**src/rtl/glitcher_pkg.sv**
```systemverilog
// Shared definitions for the glitcher command path.
// Contents: command opcodes, register indices, response codes,
// the command FSM state type and the opcode -> argument-count helper.
package glitcher_pkg;

  localparam logic [7:0] CMD_W = 8'h57;
  localparam logic [7:0] CMD_R = 8'h52;
  localparam logic [7:0] CMD_T = 8'h54;
  localparam logic [7:0] CMD_A = 8'h41;
  localparam logic [7:0] CMD_V = 8'h56;

  localparam logic [7:0] REG_DELAY      = 8'd0;
  localparam logic [7:0] REG_WIDTH      = 8'd1;
  localparam logic [7:0] REG_NUM_PULSES = 8'd2;
  localparam logic [7:0] REG_SPACING    = 8'd3;
  localparam logic [7:0] REG_RESET_LEN  = 8'd4;

  localparam logic [7:0] RSP_OK  = 8'h4B;
  localparam logic [7:0] RSP_ERR = 8'h45;
  localparam logic [7:0] RSP_UNK = 8'h3F;

  typedef enum logic [1:0] {
    ST_IDLE,
    ST_ARGS,
    ST_EXEC,
    ST_RESP
  } state_e;

  // Number of argument bytes following an opcode; unknown opcodes take none.
  function automatic logic [2:0] arg_count(input logic [7:0] op);
    case (op)
      CMD_W:        arg_count = 3'd4;
      CMD_R:        arg_count = 3'd2;
      CMD_T, CMD_A: arg_count = 3'd1;
      default:      arg_count = 3'd0;
    endcase
  endfunction

endpackage

```
**src/rtl/resp_sender.sv**
```systemverilog
// Response byte sender: holds up to two reply bytes and pushes them out
// through the UART transmitter handshake.
// Ports:
//   clk, rst        clock, async active-low reset
//   load            one-cycle strobe capturing byte0/byte1/len
//   byte0, byte1    reply bytes, byte0 sent first
//   len             number of bytes to send (1 or 2)
//   tx_busy_i       transmitter busy
//   tx_data_o       byte to transmit, held after each strobe
//   tx_en_o         one-cycle transmit strobe
//   done            one-cycle pulse after the last byte is handed over
module resp_sender
  import glitcher_pkg::*;
(
  input  logic       clk,
  input  logic       rst,
  input  logic       load,
  input  logic [7:0] byte0,
  input  logic [7:0] byte1,
  input  logic [1:0] len,
  input  logic       tx_busy_i,
  output logic [7:0] tx_data_o,
  output logic       tx_en_o,
  output logic       done
);

  logic [7:0] head_q;
  logic [7:0] tail_q;
  logic [7:0] last_q;
  logic [1:0] cnt_q;
  logic       holdoff_q;
  logic       done_q;

  // The transmitter raises busy one cycle after accepting a byte, so the
  // cycle right after a strobe is skipped regardless of tx_busy_i.
  assign tx_en_o   = (cnt_q != 2'd0) && !holdoff_q && !tx_busy_i;
  // Present the head byte during the strobe and keep it afterwards so the
  // transmitter sees a stable value until the next strobe.
  assign tx_data_o = tx_en_o ? head_q : last_q;
  assign done      = done_q;

  always_ff @(posedge clk or negedge rst) begin
    if (!rst) begin
      head_q    <= '0;
      tail_q    <= '0;
      last_q    <= '0;
      cnt_q     <= '0;
      holdoff_q <= 1'b0;
      done_q    <= 1'b0;
    end else begin
      done_q    <= 1'b0;
      holdoff_q <= tx_en_o;
      if (load) begin
        head_q <= byte0;
        tail_q <= byte1;
        cnt_q  <= len;
      end else if (tx_en_o) begin
        last_q <= head_q;
        head_q <= tail_q;
        cnt_q  <= cnt_q - 2'd1;
        done_q <= (cnt_q == 2'd1);
      end
    end
  end

endmodule

```
**src/rtl/uart_cmd_handler.sv**
```systemverilog
// Framed UART command decoder driving a per-channel glitch register file.
// Ports:
//   clk, rst            clock, async active-low reset
//   rx_data_i/valid_i   received byte and its one-cycle strobe
//   tx_data_o/en_o      reply byte and its one-cycle strobe
//   tx_busy_i           transmitter busy
//   delay_o, width_o, num_pulses_o, pulse_spacing_o
//                       per-channel settings, channel c in slice c
//   reset_length_o      global target-reset length
//   pulse_en_o, arm_o   per-channel one-cycle fire / arm strobes
//   reset_en_o          one-cycle reset-sequence strobe
//
// state   | meaning
// IDLE    | waiting for an opcode byte
// ARGS    | collecting argument bytes, inter-byte timer running
// EXEC    | one cycle: apply register write / strobes, load reply
// RESP    | reply bytes being sent; incoming bytes dropped
module uart_cmd_handler
  import glitcher_pkg::*;
#(
  parameter int          NUM_CH         = 2,
  parameter int          TIMEOUT_CYCLES = 500000,
  parameter logic [7:0]  VERSION        = 8'h02
) (
  input  logic                  clk,
  input  logic                  rst,
  input  logic [7:0]            rx_data_i,
  input  logic                  rx_valid_i,
  output logic [7:0]            tx_data_o,
  output logic                  tx_en_o,
  input  logic                  tx_busy_i,
  output logic [16*NUM_CH-1:0]  delay_o,
  output logic [8*NUM_CH-1:0]   width_o,
  output logic [8*NUM_CH-1:0]   num_pulses_o,
  output logic [16*NUM_CH-1:0]  pulse_spacing_o,
  output logic [15:0]           reset_length_o,
  output logic [NUM_CH-1:0]     pulse_en_o,
  output logic                  reset_en_o,
  output logic [NUM_CH-1:0]     arm_o
);

  localparam int             TW       = $clog2(TIMEOUT_CYCLES);
  localparam logic [TW-1:0]  TMR_LOAD = TW'(TIMEOUT_CYCLES - 1);
  localparam logic [7:0]     CH_MASK  = 8'((1 << NUM_CH) - 1);
  localparam logic [7:0]     NUM_CH_B = 8'(NUM_CH);

  state_e             state_q;
  logic [7:0]         op_q;
  logic [31:0]        args_q;
  logic [2:0]         cnt_q;
  logic [TW-1:0]      tmr_q;
  logic               tmo_q;
  logic               rsp_load_q;
  logic [7:0]         rsp_b0_q;
  logic [7:0]         rsp_b1_q;
  logic [1:0]         rsp_len_q;
  logic               rsp_done;
  logic [NUM_CH-1:0]  pulse_q;
  logic [NUM_CH-1:0]  arm_q;
  logic               reset_en_q;
  logic [15:0]        reset_len_q;

  // Arguments are shifted in MSB first, so the last byte lands in [7:0].
  logic [7:0]  w_ch, w_reg, r_ch, r_reg, mask_m;
  logic [15:0] w_val;
  logic        w_ok, r_ok, wr_go;
  logic [15:0] rd_val;

  assign w_ch   = args_q[31:24];
  assign w_reg  = args_q[23:16];
  assign w_val  = args_q[15:0];
  assign r_ch   = args_q[15:8];
  assign r_reg  = args_q[7:0];
  assign mask_m = args_q[7:0] & CH_MASK;

  always_comb begin
    // reset_length is global, so the channel byte is not checked for it
    w_ok  = (w_reg == REG_RESET_LEN) || ((w_reg < REG_RESET_LEN) && (w_ch < NUM_CH_B));
    r_ok  = (r_reg == REG_RESET_LEN) || ((r_reg < REG_RESET_LEN) && (r_ch < NUM_CH_B));
    wr_go = (state_q == ST_EXEC) && !tmo_q && (op_q == CMD_W) && w_ok;
  end

  always_comb begin
    rd_val = '0;
    if (r_reg == REG_RESET_LEN) begin
      rd_val = reset_len_q;
    end else begin
      for (int c = 0; c < NUM_CH; c++) begin
        if (r_ch == 8'(c)) begin
          case (r_reg)
            REG_DELAY:      rd_val = delay_o[16*c +: 16];
            REG_WIDTH:      rd_val = {8'h00, width_o[8*c +: 8]};
            REG_NUM_PULSES: rd_val = {8'h00, num_pulses_o[8*c +: 8]};
            REG_SPACING:    rd_val = pulse_spacing_o[16*c +: 16];
            default:        rd_val = '0;
          endcase
        end
      end
    end
  end

  for (genvar c = 0; c < NUM_CH; c++) begin : g_ch
    logic [15:0] delay_q;
    logic [7:0]  width_q;
    logic [7:0]  num_q;
    logic [15:0] spacing_q;

    always_ff @(posedge clk or negedge rst) begin
      if (!rst) begin
        delay_q   <= '0;
        width_q   <= '0;
        num_q     <= '0;
        spacing_q <= '0;
      end else if (wr_go && (w_ch == 8'(c))) begin
        case (w_reg)
          REG_DELAY:      delay_q   <= w_val;
          REG_WIDTH:      width_q   <= w_val[7:0];
          REG_NUM_PULSES: num_q     <= w_val[7:0];
          REG_SPACING:    spacing_q <= w_val;
          default:        ;
        endcase
      end
    end

    assign delay_o[16*c +: 16]         = delay_q;
    assign width_o[8*c +: 8]           = width_q;
    assign num_pulses_o[8*c +: 8]      = num_q;
    assign pulse_spacing_o[16*c +: 16] = spacing_q;
  end

  always_ff @(posedge clk or negedge rst) begin
    if (!rst) begin
      reset_len_q <= '0;
    end else if (wr_go && (w_reg == REG_RESET_LEN)) begin
      reset_len_q <= w_val;
    end
  end

  always_ff @(posedge clk or negedge rst) begin
    if (!rst) begin
      state_q    <= ST_IDLE;
      op_q       <= '0;
      args_q     <= '0;
      cnt_q      <= '0;
      tmr_q      <= '0;
      tmo_q      <= 1'b0;
      rsp_load_q <= 1'b0;
      rsp_b0_q   <= '0;
      rsp_b1_q   <= '0;
      rsp_len_q  <= '0;
      pulse_q    <= '0;
      arm_q      <= '0;
      reset_en_q <= 1'b0;
    end else begin
      pulse_q    <= '0;
      arm_q      <= '0;
      reset_en_q <= 1'b0;
      rsp_load_q <= 1'b0;
      case (state_q)
        ST_IDLE: begin
          tmo_q <= 1'b0;
          tmr_q <= TMR_LOAD;
          if (rx_valid_i) begin
            op_q   <= rx_data_i;
            args_q <= '0;
            cnt_q  <= arg_count(rx_data_i);
            state_q <= (arg_count(rx_data_i) == 3'd0) ? ST_EXEC : ST_ARGS;
          end
        end
        ST_ARGS: begin
          // A byte arriving on the expiry cycle still counts and reloads.
          if (rx_valid_i) begin
            args_q <= {args_q[23:0], rx_data_i};
            cnt_q  <= cnt_q - 3'd1;
            tmr_q  <= TMR_LOAD;
            if (cnt_q == 3'd1) state_q <= ST_EXEC;
          end else if (tmr_q == '0) begin
            tmo_q   <= 1'b1;
            state_q <= ST_EXEC;
          end else begin
            tmr_q <= tmr_q - 1'b1;
          end
        end
        ST_EXEC: begin
          rsp_load_q <= 1'b1;
          rsp_len_q  <= 2'd1;
          rsp_b1_q   <= '0;
          state_q    <= ST_RESP;
          if (tmo_q) begin
            rsp_b0_q <= RSP_ERR;
          end else begin
            case (op_q)
              CMD_W: rsp_b0_q <= w_ok ? RSP_OK : RSP_ERR;
              CMD_R: begin
                if (r_ok) begin
                  rsp_b0_q  <= rd_val[15:8];
                  rsp_b1_q  <= rd_val[7:0];
                  rsp_len_q <= 2'd2;
                end else begin
                  rsp_b0_q <= RSP_ERR;
                end
              end
              CMD_T: begin
                if (mask_m == 8'h00) begin
                  rsp_b0_q <= RSP_ERR;
                end else begin
                  if (reset_len_q != 16'h0000) reset_en_q <= 1'b1;
                  else pulse_q <= mask_m[NUM_CH-1:0];
                  rsp_b0_q <= RSP_OK;
                end
              end
              CMD_A: begin
                if (mask_m == 8'h00) begin
                  rsp_b0_q <= RSP_ERR;
                end else begin
                  arm_q    <= mask_m[NUM_CH-1:0];
                  rsp_b0_q <= RSP_OK;
                end
              end
              CMD_V: begin
                rsp_b0_q  <= VERSION;
                rsp_b1_q  <= NUM_CH_B;
                rsp_len_q <= 2'd2;
              end
              default: rsp_b0_q <= RSP_UNK;
            endcase
          end
        end
        ST_RESP: begin
          if (rsp_done) state_q <= ST_IDLE;
        end
        default: state_q <= ST_IDLE;
      endcase
    end
  end

  resp_sender u_resp (
    .clk       (clk),
    .rst       (rst),
    .load      (rsp_load_q),
    .byte0     (rsp_b0_q),
    .byte1     (rsp_b1_q),
    .len       (rsp_len_q),
    .tx_busy_i (tx_busy_i),
    .tx_data_o (tx_data_o),
    .tx_en_o   (tx_en_o),
    .done      (rsp_done)
  );

  assign reset_length_o = reset_len_q;
  assign pulse_en_o     = pulse_q;
  assign arm_o          = arm_q;
  assign reset_en_o     = reset_en_q;

endmodule

```
**config.mk**
```make
export PLATFORM = sky130hd
export DESIGN_NAME = uart_cmd_handler
export DESIGN_NICKNAME = d
export VERILOG_FILES = /design/src/rtl/glitcher_pkg.sv /design/src/rtl/resp_sender.sv /design/src/rtl/uart_cmd_handler.sv
export SDC_FILE = /design/constraint.sdc
export NUM_CORES = 1
export LEC_CHECK = 0
export CORE_ASPECT_RATIO = 0.9
export CORE_MARGIN = 2
export CORE_UTILIZATION = 50
export DETAILED_ROUTE_END_ITERATION = 10
export GPL_ROUTABILITY_DRIVEN = 0
export PLACE_DENSITY = 0.73
export SYNTH_ARGS = -nofsm -noshare
export SYNTH_HDL_FRONTEND = slang
export SYNTH_SLANG_ARGS = --single-unit
```
**constraint.sdc**
```tcl
create_clock -name clk -period 3.2 [get_ports clk]
set_clock_uncertainty 0.15 [all_clocks]
set_input_delay 0.64 -clock clk [delete_from_list [all_inputs] [get_ports clk]]
set_output_delay 0.64 -clock clk [all_outputs]
set_load 0.05 [all_outputs]
```
=== After elaboration in Yosys (flattened, before gate mapping) ===
Cells that the tools add are included.

* Register bits after elaboration: 229
* Word-level logic and storage cells: 168
* Bits of input ports: 12

* Add/sub/neg operators: 3
* Reduce and logical (&&, ||, !) cells: 42
* Eq/ne operators: 32
* Multiplexer cells: 59
* Order comparisons: 4

{| class="wikitable"
|+ Operators with widths
! cell !! number
|-
| $pmux 16 s4 || 2
|-
| $eq 8x7->1 const B || 9
|-
| $mux 32 || 2
|-
| $pmux 32 s2 || 1
|-
| $mux 8 || 7
|-
| $mux 16 || 3
|-
| $logic_not 8->1 || 5
|-
| $mux 19 || 2
|-
| $mux 2 || 19
|-
| $pmux 19 s2 || 1
|-
| $eq 8x1->1 const B || 4
|-
| $eq 8x2->1 const B || 4
|-
| $pmux 8 s4 || 1
|-
| $reduce_and 2->1 || 10
|-
| $logic_not 19->1 || 1
|-
| $sub 19x1->19 const B || 1
|-
| $eq 8x3->1 const B || 2
|-
| $lt 8x2->1 const B || 2
|-
| $lt 8x3->1 const B || 2
|-
| $pmux 8 s2 || 1
|-
| $reduce_bool 16->1 || 1
|-
| $logic_and 1x1->1 || 10
|-
| $mux 1 || 10
|-
| $mux 3 || 3
|-
| other kinds (22) || 37
|}

=== Logic depth before layout (Yosys ltp) ===
* Depth after elaboration: 9
* Gate-level depth with buffers: 10

=== Modules after synthesis ===
From an unflattened synthesis, not the netlist that was laid out.

* Cell total of the unflattened synthesis: 855
* Area total of the unflattened synthesis: 10,665.2 sq um

{| class="wikitable"
|+ Modules (own cells, without submodules)
! module !! area each (sq um) !! sequential area each (sq um) !! cells an instance !! times used
|-
| uart_cmd_handler || 9,369.0 || 5,029.8 || 735 || 1
|-
| resp_sender || 1,296.2 || 700.7 || 120 || 1
|}

=== Worst setup path after synthesis ===
OpenSTA, ideal clock, no wires.

* Kind: flip-flop to flip-flop
* Start point: reg state_q[0]
* End point: reg g_ch[1].delay_q[10]
* Setup time: 0.125 ns
* Setup slack: 0.393 ns
* Cell stages (with the launch flop): 11
* Clock period less this slack: 2.807 ns
* Arrival: 2.533 ns
* Cells stage by stage: dfrtp_1 > inv_1 > ha_1 > buf_4 > and2b_2 > nand2_1 > or4_1 > buf_2 > nor3_4 > buf_6 > mux2_2

* Word-level cells in the longest chain between the ends: 6

{| class="wikitable"
|+ RTL lines
! item !! line !! text
|-
| start: declaration || uart_cmd_handler.sv:47 || <nowiki>state_e state_q;</nowiki>
|-
| start signal: assignment || uart_cmd_handler.sv:167 || <nowiki>state_q <= (arg_count(rx_data_i) == 3'd0) ? ST_EXEC : ST_ARGS;</nowiki>
|-
| $eq 2x2->1 || uart_cmd_handler.sv:80 || <nowiki>wr_go = (state_q == ST_EXEC) && !tmo_q && (op_q == CMD_W) && w_ok;</nowiki>
|-
| $logic_and 1x1->1 (3 in a row) || uart_cmd_handler.sv:80 ||
|-
| $logic_and 1x1->1 || uart_cmd_handler.sv:114 || <nowiki>end else if (wr_go && (w_ch == 8'(c))) begin</nowiki>
|-
| $reduce_and 2->1 (no line) || n/a ||
|-
| end signal: assignment || uart_cmd_handler.sv:116 || <nowiki>REG_DELAY: delay_q <= w_val;</nowiki>
|-
| end: declaration || uart_cmd_handler.sv:103 || <nowiki>logic [15:0] delay_q;</nowiki>
|}

Every way passes these cells.
A chain may end at the register's enable or synchronous reset.

=== Final worst setup path ===
* Start point: reg u_resp.cnt_q[0]
* End point: out tx_data_o[0]

* Word-level cells in the longest chain between the ends: 4

{| class="wikitable"
|+ RTL lines
! item !! line !! text
|-
| start: declaration || resp_sender.sv:30 || <nowiki>logic [1:0] cnt_q;</nowiki>
|-
| start signal: assignment || resp_sender.sv:56 || <nowiki>cnt_q <= len;</nowiki>
|-
| start signal: assignment || resp_sender.sv:60 || <nowiki>cnt_q <= cnt_q - 2'd1;</nowiki>
|-
| $reduce_bool 2->1 || resp_sender.sv:36 || <nowiki>assign tx_en_o = (cnt_q != 2'd0) && !holdoff_q && !tx_busy_i;</nowiki>
|-
| $logic_and 1x1->1 (2 in a row) || resp_sender.sv:36 ||
|-
| $mux 8 || resp_sender.sv:39 || <nowiki>assign tx_data_o = tx_en_o ? head_q : last_q;</nowiki>
|-
| end: declaration || uart_cmd_handler.sv:29 || <nowiki>output logic [7:0] tx_data_o,</nowiki>
|}

Every way passes these cells.

==> flow_summary.ini <==
[detailed_routing]
wl_met2_um = 12300
vias_per_cell = 6.00
highest_layer = met4
routed_wl_um = 28600
wl_per_cell_um = 22.0
wl_met3_um = 2740
via_count = 7795
dr.pass1.iters = 5
wirelength_met1_um = 13000
ant_nets = 0
drt_iter0_drc = 654
drc_errors = 0

[cts]
root_buffer = clkbuf_16
post-cts-setup-buffer-count = 0
htree_levels = 1
clk_latency_ns = 0.51
cts_inserted_buffers = 25
cts_resized = 0
clk_pin_slew_worst_paths_ns = 0.06
cts_tree = built
clk_path_buf_depth = 3
ctsHoldBuffers = 1
clock-sinks = 229

[synthesis]
synth_edf_count = 0
yosys.area_share.simple = 0.101
synth_ff_type = dfrtp_1
syn_area_per_cell_um2 = 12.6
synthXorXnorAreaFrac = 0.00992
synth.distinct_cells = 71
ys_ff_latch = 229
synthAdderAreaFrac = 0.0106
synth-compound-area-share = 0.111
yosysSeqAreaShare = 0.541
ys_warn_count = 0
synth_top_family_by_area = multiplexers
netlist_instances = 840
synthMuxAreaShare = 0.200
synthesis.nets = 861
synth_area_um2 = 10600
async_flop_share = 1.00

[power]
p_leak_nw = 5.91
power.density_nw_per_um2 = 747
peakVddDrop_uv = 448

[timing]
slew_viol_final = 0
rsz0062_at_grt = false
fin_tns_setup_ns = 0
fmax_ghz = 0.336
setup_viol = 0
fin_crit_sh = 0.930
hold_viol = 0
relSlewSlack = 0.422
period_needed_ns = 2.97
worst_slew_pin_slew_ns = 0.867

[global_route]
grt_pass1_vias = 7614
grt_max_degree = 82
grt_usage = 0.257
grt-ovfl-total = 0
antenna_found_initial = 0
grt_pass1_wl_um = 44400

[flow_run]
maxCapViolCount = 0

[floorplan]
ios = 138
die_h_um = 142
die_x_um = 157
die_area_um2 = 22400
core_um2 = 20800
fp-row-count = 50
start_util = 0.510

[critical_path]
critPathArrivalTime_ns = 2.18
critPathKind = flop to output port
start_kind = flop
required_ns = 2.41
critPathCaptureType = output port
worstPathMaxFanout = 21

[final_layout]
antenna_cells = 0
drive_gt1_frac = 0.281
area_growth_pct = 26.2
finalNetCount = 1017
final_cells = 1300
nFillCells = 1606

[placed_design]
dp_hpwl_um = 19600
io_buffers = 137
dp.cells = 1254

[hold_path]
hp-class = flop to flop

[status]
status = finished, final reports clean
[placed cells by master, fill, tap and decap left out, types with 16 or more instances in the layout]
| master | Yosys | final |
|---|---|---|
| a21oi_1 | 23 | 23 |
| a22o_1 | 32 | 32 |
| clkbuf_16 | 0 | 25 |
| nand2_1 | 47 | 47 |
| mux4_2 | 16 | 16 |
| clkdlybuf4s50_1 | 0 | 127 |
| mux2_2 | 145 | 145 |
| inv_1 | 19 | 19 |
| nor2_1 | 31 | 31 |
| dfrtp_1 | 229 | 229 |
| o21ai_0 | 33 | 33 |
| buf_4 | 2 | 46 |
[flip-flops by register name (all words and copies together) (netlist names), 3 cells and up]
| name | cells |
|---|---|
| u_resp.tail_q | 8 |
| reset_length_o | 16 |
| g_ch.spacing_q | 32 |
| u_resp.head_q | 8 |
| op_q | 8 |
| g_ch.delay_q | 32 |
| args_q | 32 |
| g_ch.num_q | 16 |
| rsp_b0_q | 8 |
| cnt_q | 3 |
| rsp_b1_q | 8 |
| u_resp.last_q | 8 |
| tmr_q | 19 |
| g_ch.width_q | 16 |
[where the power goes]
group	total [mW]	switching (mW)	leakage (nW)	internal, mW
logic	3.14	1.91	2.42	1.22
clock network	3.07	1.17	0.435	1.90
registers	3.78	0.507	3.05	3.27
[cells in the mapped netlist, drive strengths merged (6+ instances only)]
cell type    n  share of area
clkbuf      40          0.014
dfrtp      229           0.54
nor2        32          0.012
a221oi      12         0.0099
a22oi       15          0.011
xnor2        7         0.0058
inv         19         0.0067
nor3b        9         0.0090
nand2       47          0.017
nand4        6         0.0035
a21oi       24          0.012
nand3       10         0.0047
or4         12         0.0085
a22o        32          0.026
buf         10         0.0053
and2         9         0.0053
o21ai       34          0.016
nor3         8         0.0048
o211ai       7         0.0050
mux2i       12          0.011
nor4        15          0.012
mux2       146           0.16
ha           9          0.011
mux4        16          0.034
or3          7         0.0041
[critical path, cell delays in order, from the launching register on]
cell	delay, ns
dfrtp_1	0.38
inv_1	0.06
ha_1	0.22
nor3_2	0.25
buf_12	0.21
mux2_2	0.35
buf_4	0.19
[per-layer routing]
layer  vias to the layer above  GRT usage
li1                       3474          -
met1                      3947      0.388
met2                       322      0.365
met3                        52     0.0761
met4                         0     0.0608
met5                         -          0
[cell families (layout without fill, tap and decap cells)]
logic type	after synthesis	after routing
flops	229	229
xor+xnor	12	12
compound gates	164	164
mux	174	174
buf+inv	69	243
fa+ha+maj	9	9
simple gates	183	183
[path summary, 6_finish.rpt]
kind / from / end / slack (ns) / cells after the start
max: u_resp.cnt_q[0]$_DFFE_PN0P_ / tx_data_o[0] / 0.23 / 6
min: rsp_len_q[1]$_DFFE_PN0P_ / u_resp.cnt_q[1]$_DFFE_PN0P_ / 0.34 / 2
max reg2reg: state_q[0]$_DFFE_PN0P_ / g_ch[1].num_q[1]$_DFFE_PN0P_ / 0.30 / 7
min reg2reg: rsp_len_q[1]$_DFFE_PN0P_ / u_resp.cnt_q[1]$_DFFE_PN0P_ / 0.34 / 2
max in group asynchronous: rst / g_ch[0].num_q[3]$_DFFE_PN0P_ / 1.53 / 3
min in group asynchronous: rst / g_ch[0].delay_q[13]$_DFFE_PN0P_ / 0.54 / 2
[final cells by class]
cell class	count	area, um^2	share of cell area
flip-flops and latches	229	5730	0.429
multi-input cells	542	4600	0.344
repair buffers	179	1720	0.129
clock buffers	33	716	0.0535
well taps	286	358	0.0268
clock inverters	12	176	0.0132
inverters	19	71.3	0.00533
[through the flow]
stage | hold WS, ns | area [um^2] | utilization | worst slack [ns] | power, mW
floorplan | 0.194 | 10600 | - | 0.393 | 5.75
global placement | 0.319 | 12500 | 0.600 | 0.267 | 6.86
detailed placement | 0.330 | 12500 | 0.600 | 0.247 | 6.91
CTS | 0.349 | 13400 | 0.644 | 0.204 | 10.0
global route | 0.362 | 13400 | 0.644 | 0.153 | 10.5
finish | 0.338 | 13400 | 0.644 | 0.225 | 9.99
Power figures use the tool's default switching activity.
